<file path="src/rtl/npu_pkg.sv">
// Shared encodings for the NPU operation scheduler: opcodes, operation_signal_in
// codes and the scheduler state type.
package npu_pkg;

    localparam logic [1:0] OP_OS_OP   = 2'b01;
    localparam logic [1:0] OP_OUT2ACT = 2'b10;

    localparam logic [2:0] OPSIG_IDLE    = 3'b000;
    localparam logic [2:0] OPSIG_CLEAR   = 3'b100;
    localparam logic [2:0] OPSIG_COMPUTE = 3'b001;
    localparam logic [2:0] OPSIG_DRAIN   = 3'b010;
    localparam logic [2:0] OPSIG_OUTPUT  = 3'b011;

    typedef enum logic [2:0] {
        ST_IDLE        = 3'd0,
        ST_CLEAR       = 3'd1,
        ST_COMPUTE     = 3'd2,
        ST_DRAIN       = 3'd3,
        ST_WB          = 3'd4,
        ST_INTRA_START = 3'd5,
        ST_INTRA_WAIT  = 3'd6,
        ST_DONE        = 3'd7
    } state_t;

endpackage

</file>
<file path="src/rtl/npu_op_scheduler.sv">
// Command-driven FSM sequencing systolic-array phases (OS_OP) and intra-net transfers (OUT2ACT).
// Optional INTRA_WAIT watchdog enabled by defining NPU_SCHED_WDOG_EN.
module npu_op_scheduler
    import npu_pkg::*;
#(
    parameter int ARRAY_N     = 4,
    parameter int ARRAY_M     = 4,
    parameter int ADDR_WIDTH  = 32,
    parameter int WDOG_CYCLES = 1024
) (
    input  logic                  clk_i,
    input  logic                  rst_i,
    input  logic                  cmd_valid_i,
    output logic                  cmd_ready_o,
    input  logic [1:0]            cmd_op_i,
    input  logic [31:0]           cmd_k_i,
    input  logic [ADDR_WIDTH-1:0] cmd_a_base_i,
    input  logic [ADDR_WIDTH-1:0] cmd_w_base_i,
    input  logic [ADDR_WIDTH-1:0] cmd_o_base_i,
    output logic                  a_buf_on,
    output logic                  w_buf_on,
    output logic                  o_ag_o_on,
    output logic                  Intranet_on,
    output logic                  Intra_sig_start,
    output logic [ADDR_WIDTH-1:0] a_base_addr,
    output logic [ADDR_WIDTH-1:0] w_base_addr,
    output logic [ADDR_WIDTH-1:0] o_base_addr,
    output logic [2:0]            operation_signal_in,
    input  logic                  Intra_sig_end,
    output logic                  busy_o,
    output logic                  done_o,
    output logic                  err_o
);

    localparam logic [31:0] DRAIN_LEN = 32'(ARRAY_M + ARRAY_N - 2);
    localparam logic [31:0] WB_LEN    = 32'(ARRAY_M);

    if (ARRAY_M < 1 || ARRAY_N < 1 || WDOG_CYCLES < 1) begin : g_bad_params
        $error("npu_op_scheduler: ARRAY_M, ARRAY_N and WDOG_CYCLES must be at least 1");
    end

    state_t                state_reg, state_next;
    logic [31:0]           cnt_reg;
    logic [31:0]           k_reg;
    logic [1:0]            op_reg;
    logic [ADDR_WIDTH-1:0] a_base_reg, w_base_reg, o_base_reg;
    logic                  err_reg, err_next;
    logic                  accept;

    assign accept      = cmd_valid_i && (state_reg == ST_IDLE);
    assign a_base_addr = a_base_reg;
    assign w_base_addr = w_base_reg;
    assign o_base_addr = o_base_reg;

    always_ff @(posedge clk_i) begin
        if (rst_i) begin
            state_reg  <= ST_IDLE;
            cnt_reg    <= '0;
            k_reg      <= '0;
            op_reg     <= '0;
            a_base_reg <= '0;
            w_base_reg <= '0;
            o_base_reg <= '0;
            err_reg    <= 1'b0;
        end else begin
            state_reg <= state_next;
            err_reg   <= err_next;
            // Phase counter restarts on every state entry and saturates rather than wrapping.
            if (state_next != state_reg) begin
                cnt_reg <= '0;
            end else if (cnt_reg != '1) begin
                cnt_reg <= cnt_reg + 32'd1;
            end
            if (accept) begin
                op_reg     <= cmd_op_i;
                k_reg      <= cmd_k_i;
                a_base_reg <= cmd_a_base_i;
                w_base_reg <= cmd_w_base_i;
                o_base_reg <= cmd_o_base_i;
            end
        end
    end

    always_comb begin
        state_next          = state_reg;
        err_next            = 1'b0;
        cmd_ready_o         = 1'b0;
        busy_o              = 1'b1;
        a_buf_on            = 1'b0;
        w_buf_on            = 1'b0;
        o_ag_o_on           = 1'b0;
        Intranet_on         = 1'b0;
        Intra_sig_start     = 1'b0;
        operation_signal_in = OPSIG_IDLE;
        done_o              = 1'b0;
        err_o               = 1'b0;

        case (state_reg)
            ST_IDLE: begin
                cmd_ready_o = 1'b1;
                busy_o      = 1'b0;
                if (cmd_valid_i) begin
                    case (cmd_op_i)
                        OP_OS_OP:   state_next = ST_CLEAR;
                        OP_OUT2ACT: state_next = ST_INTRA_START;
                        default: begin
                            state_next = ST_DONE;
                            err_next   = 1'b1;
                        end
                    endcase
                end
            end
            ST_CLEAR: begin
                operation_signal_in = OPSIG_CLEAR;
                // An empty reduction has nothing to compute and is reported as an error.
                if (op_reg != OP_OS_OP || k_reg == 32'd0) begin
                    state_next = ST_DONE;
                    err_next   = 1'b1;
                end else begin
                    state_next = ST_COMPUTE;
                end
            end
            ST_COMPUTE: begin
                operation_signal_in = OPSIG_COMPUTE;
                a_buf_on            = 1'b1;
                w_buf_on            = 1'b1;
                if (cnt_reg == k_reg - 32'd1) begin
                    state_next = (DRAIN_LEN == 32'd0) ? ST_WB : ST_DRAIN;
                end
            end
            ST_DRAIN: begin
                operation_signal_in = OPSIG_DRAIN;
                if (cnt_reg == DRAIN_LEN - 32'd1) begin
                    state_next = ST_WB;
                end
            end
            ST_WB: begin
                operation_signal_in = OPSIG_OUTPUT;
                o_ag_o_on           = 1'b1;
                if (cnt_reg == WB_LEN - 32'd1) begin
                    state_next = ST_DONE;
                end
            end
            ST_INTRA_START: begin
                Intranet_on     = 1'b1;
                Intra_sig_start = 1'b1;
                state_next      = ST_INTRA_WAIT;
            end
            ST_INTRA_WAIT: begin
                Intranet_on = 1'b1;
                if (Intra_sig_end) begin
                    state_next = ST_DONE;
                end
`ifdef NPU_SCHED_WDOG_EN
                else if (cnt_reg == 32'(WDOG_CYCLES - 1)) begin
                    state_next = ST_DONE;
                    err_next   = 1'b1;
                end
`endif
            end
            ST_DONE: begin
                done_o     = 1'b1;
                err_o      = err_reg;
                state_next = ST_IDLE;
            end
            default: state_next = ST_IDLE;
        endcase
    end

endmodule

</file>
<file path="config.mk">
export PLATFORM = sky130hd
export DESIGN_NAME = npu_op_scheduler
export DESIGN_NICKNAME = d
export VERILOG_FILES = /design/src/rtl/npu_pkg.sv /design/src/rtl/npu_op_scheduler.sv
export SDC_FILE = /design/constraint.sdc
export NUM_CORES = 1
export LEC_CHECK = 0
export BUFFER_PORTS_ARGS = -buffer_cell sky130_fd_sc_hd__buf_4
export CAP_MARGIN = 30
export CORE_MARGIN = 1.5
export CORE_UTILIZATION = 53
export CTS_BUF_LIST = sky130_fd_sc_hd__clkbuf_8
export DETAILED_ROUTE_END_ITERATION = 7
export PLACE_DENSITY = 0.93
export SYNTH_ARGS = -nofsm -noshare
export SYNTH_HDL_FRONTEND = slang
export SYNTH_SLANG_ARGS = --single-unit
export TNS_END_PERCENT = 5
</file>
<file path="constraint.sdc">
create_clock -name clk_i -period 3.3 [get_ports clk_i]
set_input_delay 0.495 -clock clk_i [delete_from_list [all_inputs] [get_ports clk_i]]
set_output_delay 0.495 -clock clk_i [all_outputs]
set_load 0.01 [all_outputs]
</file>
==> results of run 1 <==
[synthesized netlist by cell type, types with 3 or more instances]
master     count  area, um2
a2111oi_0      3       26.3
a211oi_1       3       22.5
a21oi_1      139        696
a31oi_1        3       18.8
and2_1         7       43.8
and3_1         9       56.3
and4_1         3       26.3
buf_6          4       45.0
clkbuf_1      65        244
dfxtp_1      166       3320
ha_1           4       50.1
inv_1         13       48.8
nand2_1      292       1100
nand2b_1       3       18.8
nand3_1       22        110
nand4_1       12       75.1
nor2_1        24       90.1
nor2b_1        5       31.3
nor3_1        20        100
nor3b_1       22        165
nor3b_2       10        125
nor4_1        20        125
o211ai_1       5       37.5
o21ai_0        6       30.0
o22ai_1        3       18.8
o31ai_1        3       22.5
or2_2          5       31.3
or3_1          5       31.3
or4_1          5       37.5
or4_4          3       33.8
xnor2_1       53        464
xor2_1        20        175
[cells in the final DEF (no fill, tap or decap), drive strengths merged, types with 6 or more instances in the layout]
master | netlist | final
a21oi | 139 | 139
and2 | 7 | 7
and3 | 9 | 9
buf | 8 | 259
clkbuf | 65 | 18
dfxtp | 166 | 166
inv | 13 | 22
nand2 | 292 | 292
nand3 | 22 | 22
nand4 | 12 | 12
nor2 | 24 | 24
nor3 | 21 | 21
nor3b | 32 | 32
nor4 | 22 | 22
o21ai | 6 | 6
or4 | 8 | 8
xnor2 | 53 | 53
xor2 | 20 | 20
[worst paths after layout]
kind | start | to | slack (ns) | depth (start not counted)
worst min register to register | o_base_addr[22]$_SDFFE_PP0P_ | o_base_addr[22]$_SDFFE_PP0P_ | 0.46 | 2
worst max-delay path | k_reg[0]$_SDFFE_PP0P_ | cnt_reg[4]$_SDFFE_PP0P_ | 0.17 | 10
worst max register to register | k_reg[0]$_SDFFE_PP0P_ | cnt_reg[4]$_SDFFE_PP0P_ | 0.17 | 10
worst min-delay path | cmd_w_base_i[26] | w_base_addr[26]$_SDFFE_PP0P_ | 0.26 | 3
[routing by layer]
layer	part of all wire	track usage	up-vias	wire, um
li1	-	-	3776	-
met1	0.37	0.341	3792	8770
met2	0.52	0.540	310	12200
met3	0.081	0.0920	53	1900
met4	0.030	0.120	0	700
met5	0	0	-	0
[metrics by stage]
step           utilization  TNS (ns)  setup slack [ns]  instance area [um2]  total power (W)
6_report             0.702         0             0.169                10100          0.00721
5_1_grt              0.702    -0.169           -0.0262                10100          0.00763
4_1_cts              0.700         0             0.120                10100          0.00716
3_5_place_dp         0.673         0             0.138                 9710          0.00574
3_3_place_gp         0.672         0             0.266                 9700          0.00567
2_1_floorplan            -         0             0.455                 7770          0.00453
[power groups by stage]
stage | logic, W | registers, W | clock network, W
after floorplan | 0.00180 | 0.00273 | 0
after global placement | 0.00300 | 0.00267 | 0
after detailed placement | 0.00304 | 0.00270 | 0
after CTS | 0.00307 | 0.00266 | 0.00144
after global routing | 0.00340 | 0.00271 | 0.00152
final | 0.00311 | 0.00266 | 0.00143
[final cells by class]
cell class | count | area, um2 | area share
inverter | 13 | 48.8 | 0.00482
sequential | 166 | 3320 | 0.328
clock inverter | 14 | 135 | 0.0134
multi-input combinational | 740 | 4130 | 0.408
tap | 184 | 230 | 0.0227
clock buffer | 18 | 248 | 0.0245
timing repair buffer | 259 | 2010 | 0.198
[critical path: stages, from the launching register on]
cell	delay [ns]
dfxtp_1	0.37
inv_1	0.08
ha_1	0.21
or3b_2	0.54
or3_1	0.39
a211oi_2	0.27
nor4b_4	0.24
o2111ai_2	0.20
nor4bb_4	0.43
buf_12	0.22
nor3b_1	0.07
[cell families after synthesis]
group / share of synthesized area
AND/OR/NAND/NOR: 0.301
AO/OA/AOI/OAI: 0.132
flip-flops: 0.427
buffers and inverters: 0.0480
XOR/XNOR: 0.0853
adder cells (fa/ha/maj): 0.00644
==> results.cfg, run 1 <==
[run_status]
status = finished, final reports clean

[synth]
ys_seq_area_frac = 0.427
synth-edff-count = 0
async_reset_ff_frac = 0
synth_flop_cell = dfxtp_1
syn-cell-area_um2 = 7770
synth_seq_cells = 166
avgSynthCellArea_um2 = 7.84
synth.net_count = 1130
synth_cell_types = 59
synthCells = 992
yosysWarnings = 0

[route]
post_drt_wl_per_cell_um = 16.9
final_antenna_net_count = 0
dr.pass1.iters = 5
via_per_inst = 5.69
totalWireLength_um = 23500
drt_iter0_drc = 577
vias = 7931
drc_errors = 0

[cells_and_area]
area_growth_pct = 30.2
nFillCells = 1085
fin_nets = 1335
fin_cells = 1394
antenna_cells = 0
layout-drive-gt1-share = 0.265

[sta]
drv_slew = 0
hold_viol = 0
final.setup_skew_ns = 0.0174
clock.fmax_mhz = 319
setup_viol = 0
tightest_slew_ns = 0.688
fin_crit_ns = 3.13
worst_hold_slack_ns = 0.260
slew_headroom = 0.540
timing.final.crit_share = 0.949

[pwr]
power_frac_comb = 0.432
p_sw_w = 0.00290
peakVddDrop_v = 0.000499
swShare = 0.402
p_leak_nw = 4.06
seqPwrFrac = 0.369
power_frac_clock = 0.199
cell_internal_pwr_w = 0.00431
power_density_nw_per_um2 = 713

[floorplan]
rows = 44
dieHeight_um = 124
start_util = 0.539
fp.dieArea_um2 = 15400
io_pins = 242
design.core.area_um2 = 14400
die_w_um = 124

[global_route]
grt_pass1_vias = 7530
grt_max_degree = 136
antenna_found_initial = 0
grt_use_total = 0.305
grt_pass1_wl_um = 36500
grt_overflow = 0

[clock_tree]
post_cts_buffers = 0
cts-root-buf = clkbuf_8
clockBufferDepth = 2
cts_made_buffers = 17
h-tree-depth = 4
cts_tree = yes
clkSlewWorstSetupHoldPaths_ns = 0.11
cts_sinks = 166
post_cts_resized = 0
insertion_delay_ns = 0.46
hold_buffers = 0

[worst_setup_path]
critPathRequiredTime_ns = 3.65
path_class = reg -> reg
crit_path_end_kind = flop
critPathLaunchType = flop
arrival_ns = 3.48
cp_max_fo = 19

[worst_hold_path]
hold_class = in -> reg

[run]
cap_violations = 0

[placed_design]
numPortBuffers = 241
dp.cells = 1362
gp_congestion = 0.965
hpwl_um = 17200
Note: power is estimated with default switching activity, not from simulation.
==> run 2: changes to the inputs <==
GPL_TIMING_DRIVEN = 0   (was default)
==> run 2 against run 1 <==
Wire length rose by 5.1%. Combinational power rose by 2%. Global-route usage rose by 1.7 points. Clock power rose by 18%. Setup slack got worse by 0.086 ns. Sequential cell count did not move. Die area did not move. Hold slack got worse by 0.010 ns. Highest routed layer unchanged.
==> results.cfg, run 2 (same netlist as run 1, synthesis figures left out) <==
[sta]
setup_viol = 0
hold_viol = 0
rsz0062_at_grt = false
final.setup.worst_slack_ns = 0.0836
tns_ns = 0
slew_headroom = 0.350
clock.fmax_mhz = 311
final.setup_skew_ns = 0.0139
fin_crit_ns = 3.22
tightest_slew_ns = 0.974
timing.final.crit_share = 0.975
drv_slew = 0

[floorplan]
fp.dieArea_um2 = 15400
die_w_um = 124
rows = 44
start_util = 0.539
dieHeight_um = 124
io_pins = 242
design.core.area_um2 = 14400

[route]
dr.pass1.iters = 5
vias = 8186
drc_errors = 0
totalWireLength_um = 24700
via_per_inst = 5.64
final_antenna_net_count = 0
drt_iter0_drc = 623
post_drt_wl_per_cell_um = 17.0

[worst_setup_path]
reg2reg_slack_ns = 0.08
r2r_start = k_reg[24]$_SDFFE_PP0P_
reg2reg_depth = 10
r2r_end = cnt_reg[22]$_SDFFE_PP0P_
crit_path_end_kind = flop
critPathRequiredTime_ns = 3.66
path_class = reg -> reg
critPathLaunchType = flop
crit_start = k_reg[24]$_SDFFE_PP0P_
arrival_ns = 3.58
endpoint = cnt_reg[22]$_SDFFE_PP0P_
cp_max_fo = 10

[global_route]
grt_pass1_wl_um = 38200
grt_overflow = 0
grt_max_degree = 17
grt_pass1_vias = 7899
antenna_found_initial = 0
grt_use_total = 0.321

[cells_and_area]
layout-drive-gt1-share = 0.248
multiInputGateArea_um2 = 4130
nFillCells = 1044
fin_nets = 1393
final_common_cell = nand2_1
regArea_um2 = 3320
antenna_cells = 0
area_growth_pct = 33.0
final_cell_mix = 292 x nand2_1, 246 x buf_4, 166 x dfxtp_1

[clock_tree]
insertion_delay_ns = 0.47
clockBufferDepth = 2
cts_made_buffers = 17
hold_buffers = 0
cts-root-buf = clkbuf_8
clkSlewWorstSetupHoldPaths_ns = 0.10
cts_tree = yes
cts_sinks = 166
h-tree-depth = 4

[placed_design]
preCtsSetupSlack_ns = -0.126
gp_congestion = 0.971
hpwl_um = 18200
numPortBuffers = 240

[run_status]
status = finished, final reports clean

[run]
cap_violations = 0

[pwr]
p_leak_nw = 4.12
power_density_nw_per_um2 = 726
peakVddDrop_v = 0.000782

[worst_hold_path]
hold_class = in -> reg
==> run 2: layout make-up <==
type                       count  area share
buffer                        73      0.0315
clock inverter                13      0.0200
clock buffer                  18      0.0240
timing repair buffer         244       0.177
multi-input combinational    740       0.399
sequential                   166       0.321
inverter                      13     0.00472
tap                          184      0.0223
==> run 2: how the worst min path moves through the flow <==
stage | start | to | slack (ns) | cells past startpoint
floorplan | op_reg[0]$_SDFFE_PP0P_ | op_reg[0]$_SDFFE_PP0P_ | 0.43 | 2
global placement | a_base_addr[19]$_SDFFE_PP0P_ | a_base_addr[19]$_SDFFE_PP0P_ | 0.44 | 2
detailed placement | a_base_addr[5]$_SDFFE_PP0P_ | a_base_addr[5]$_SDFFE_PP0P_ | 0.45 | 2
CTS | cmd_w_base_i[10] | w_base_addr[10]$_SDFFE_PP0P_ | 0.23 | 3
global route | cmd_a_base_i[11] | a_base_addr[11]$_SDFFE_PP0P_ | 0.23 | 3
finish | cmd_w_base_i[24] | w_base_addr[24]$_SDFFE_PP0P_ | 0.25 | 3
==> run 2: power by group <==
| group | leakage [nW] | total, W | internal (W) | switching, W |
|---|---|---|---|---|
| clock network | 0.231 | 0.00169 | 0.000869 | 0.000825 |
| logic | 2.53 | 0.00317 | 0.00136 | 0.00181 |
| registers | 1.35 | 0.00264 | 0.00235 | 0.000290 |
==> run 2: per-stage QoR <==
step / power [W] / hold slack [ns] / std cells / util / area (um2)
after global placement: 0.00559 / 0.442 / 1416 / 0.680 / 9810
after CTS: 0.00739 / 0.229 / 1447 / 0.712 / 10300
after global routing: 0.00790 / 0.231 / 1451 / 0.717 / 10300
after floorplan: 0.00453 / 0.432 / 992 / - / 7770
final: 0.00751 / 0.250 / 1451 / 0.717 / 10300
after detailed placement: 0.00567 / 0.447 / 1416 / 0.680 / 9810
==> run 2: critical path: stages, from the launching register on <==
cell and delay, ns:
dfxtp_1 0.33, buf_6 0.13, or4_4 0.55, or4_4 0.47, o41a_1 0.37, nor4b_2 0.33
o2111ai_2 0.18, nor4bb_2 0.32, buf_4 0.20, buf_8 0.16, nor3b_2 0.06
==> run 2: what timing repair did <==
action	4_1_cts	5_1_grt
pin swaps	0	3
gates resized for setup	3	10
setup endpoints to repair	30	32
buffers inserted	0	4
==> run 2: layer usage <==
layer	up-vias	global-route usage	wire length, um
met2	381	0.554	12400
met1	3817	0.344	8790
met5	-	0	0
met3	102	0.119	2270
met4	0	0.164	1300
li1	3886	-	-
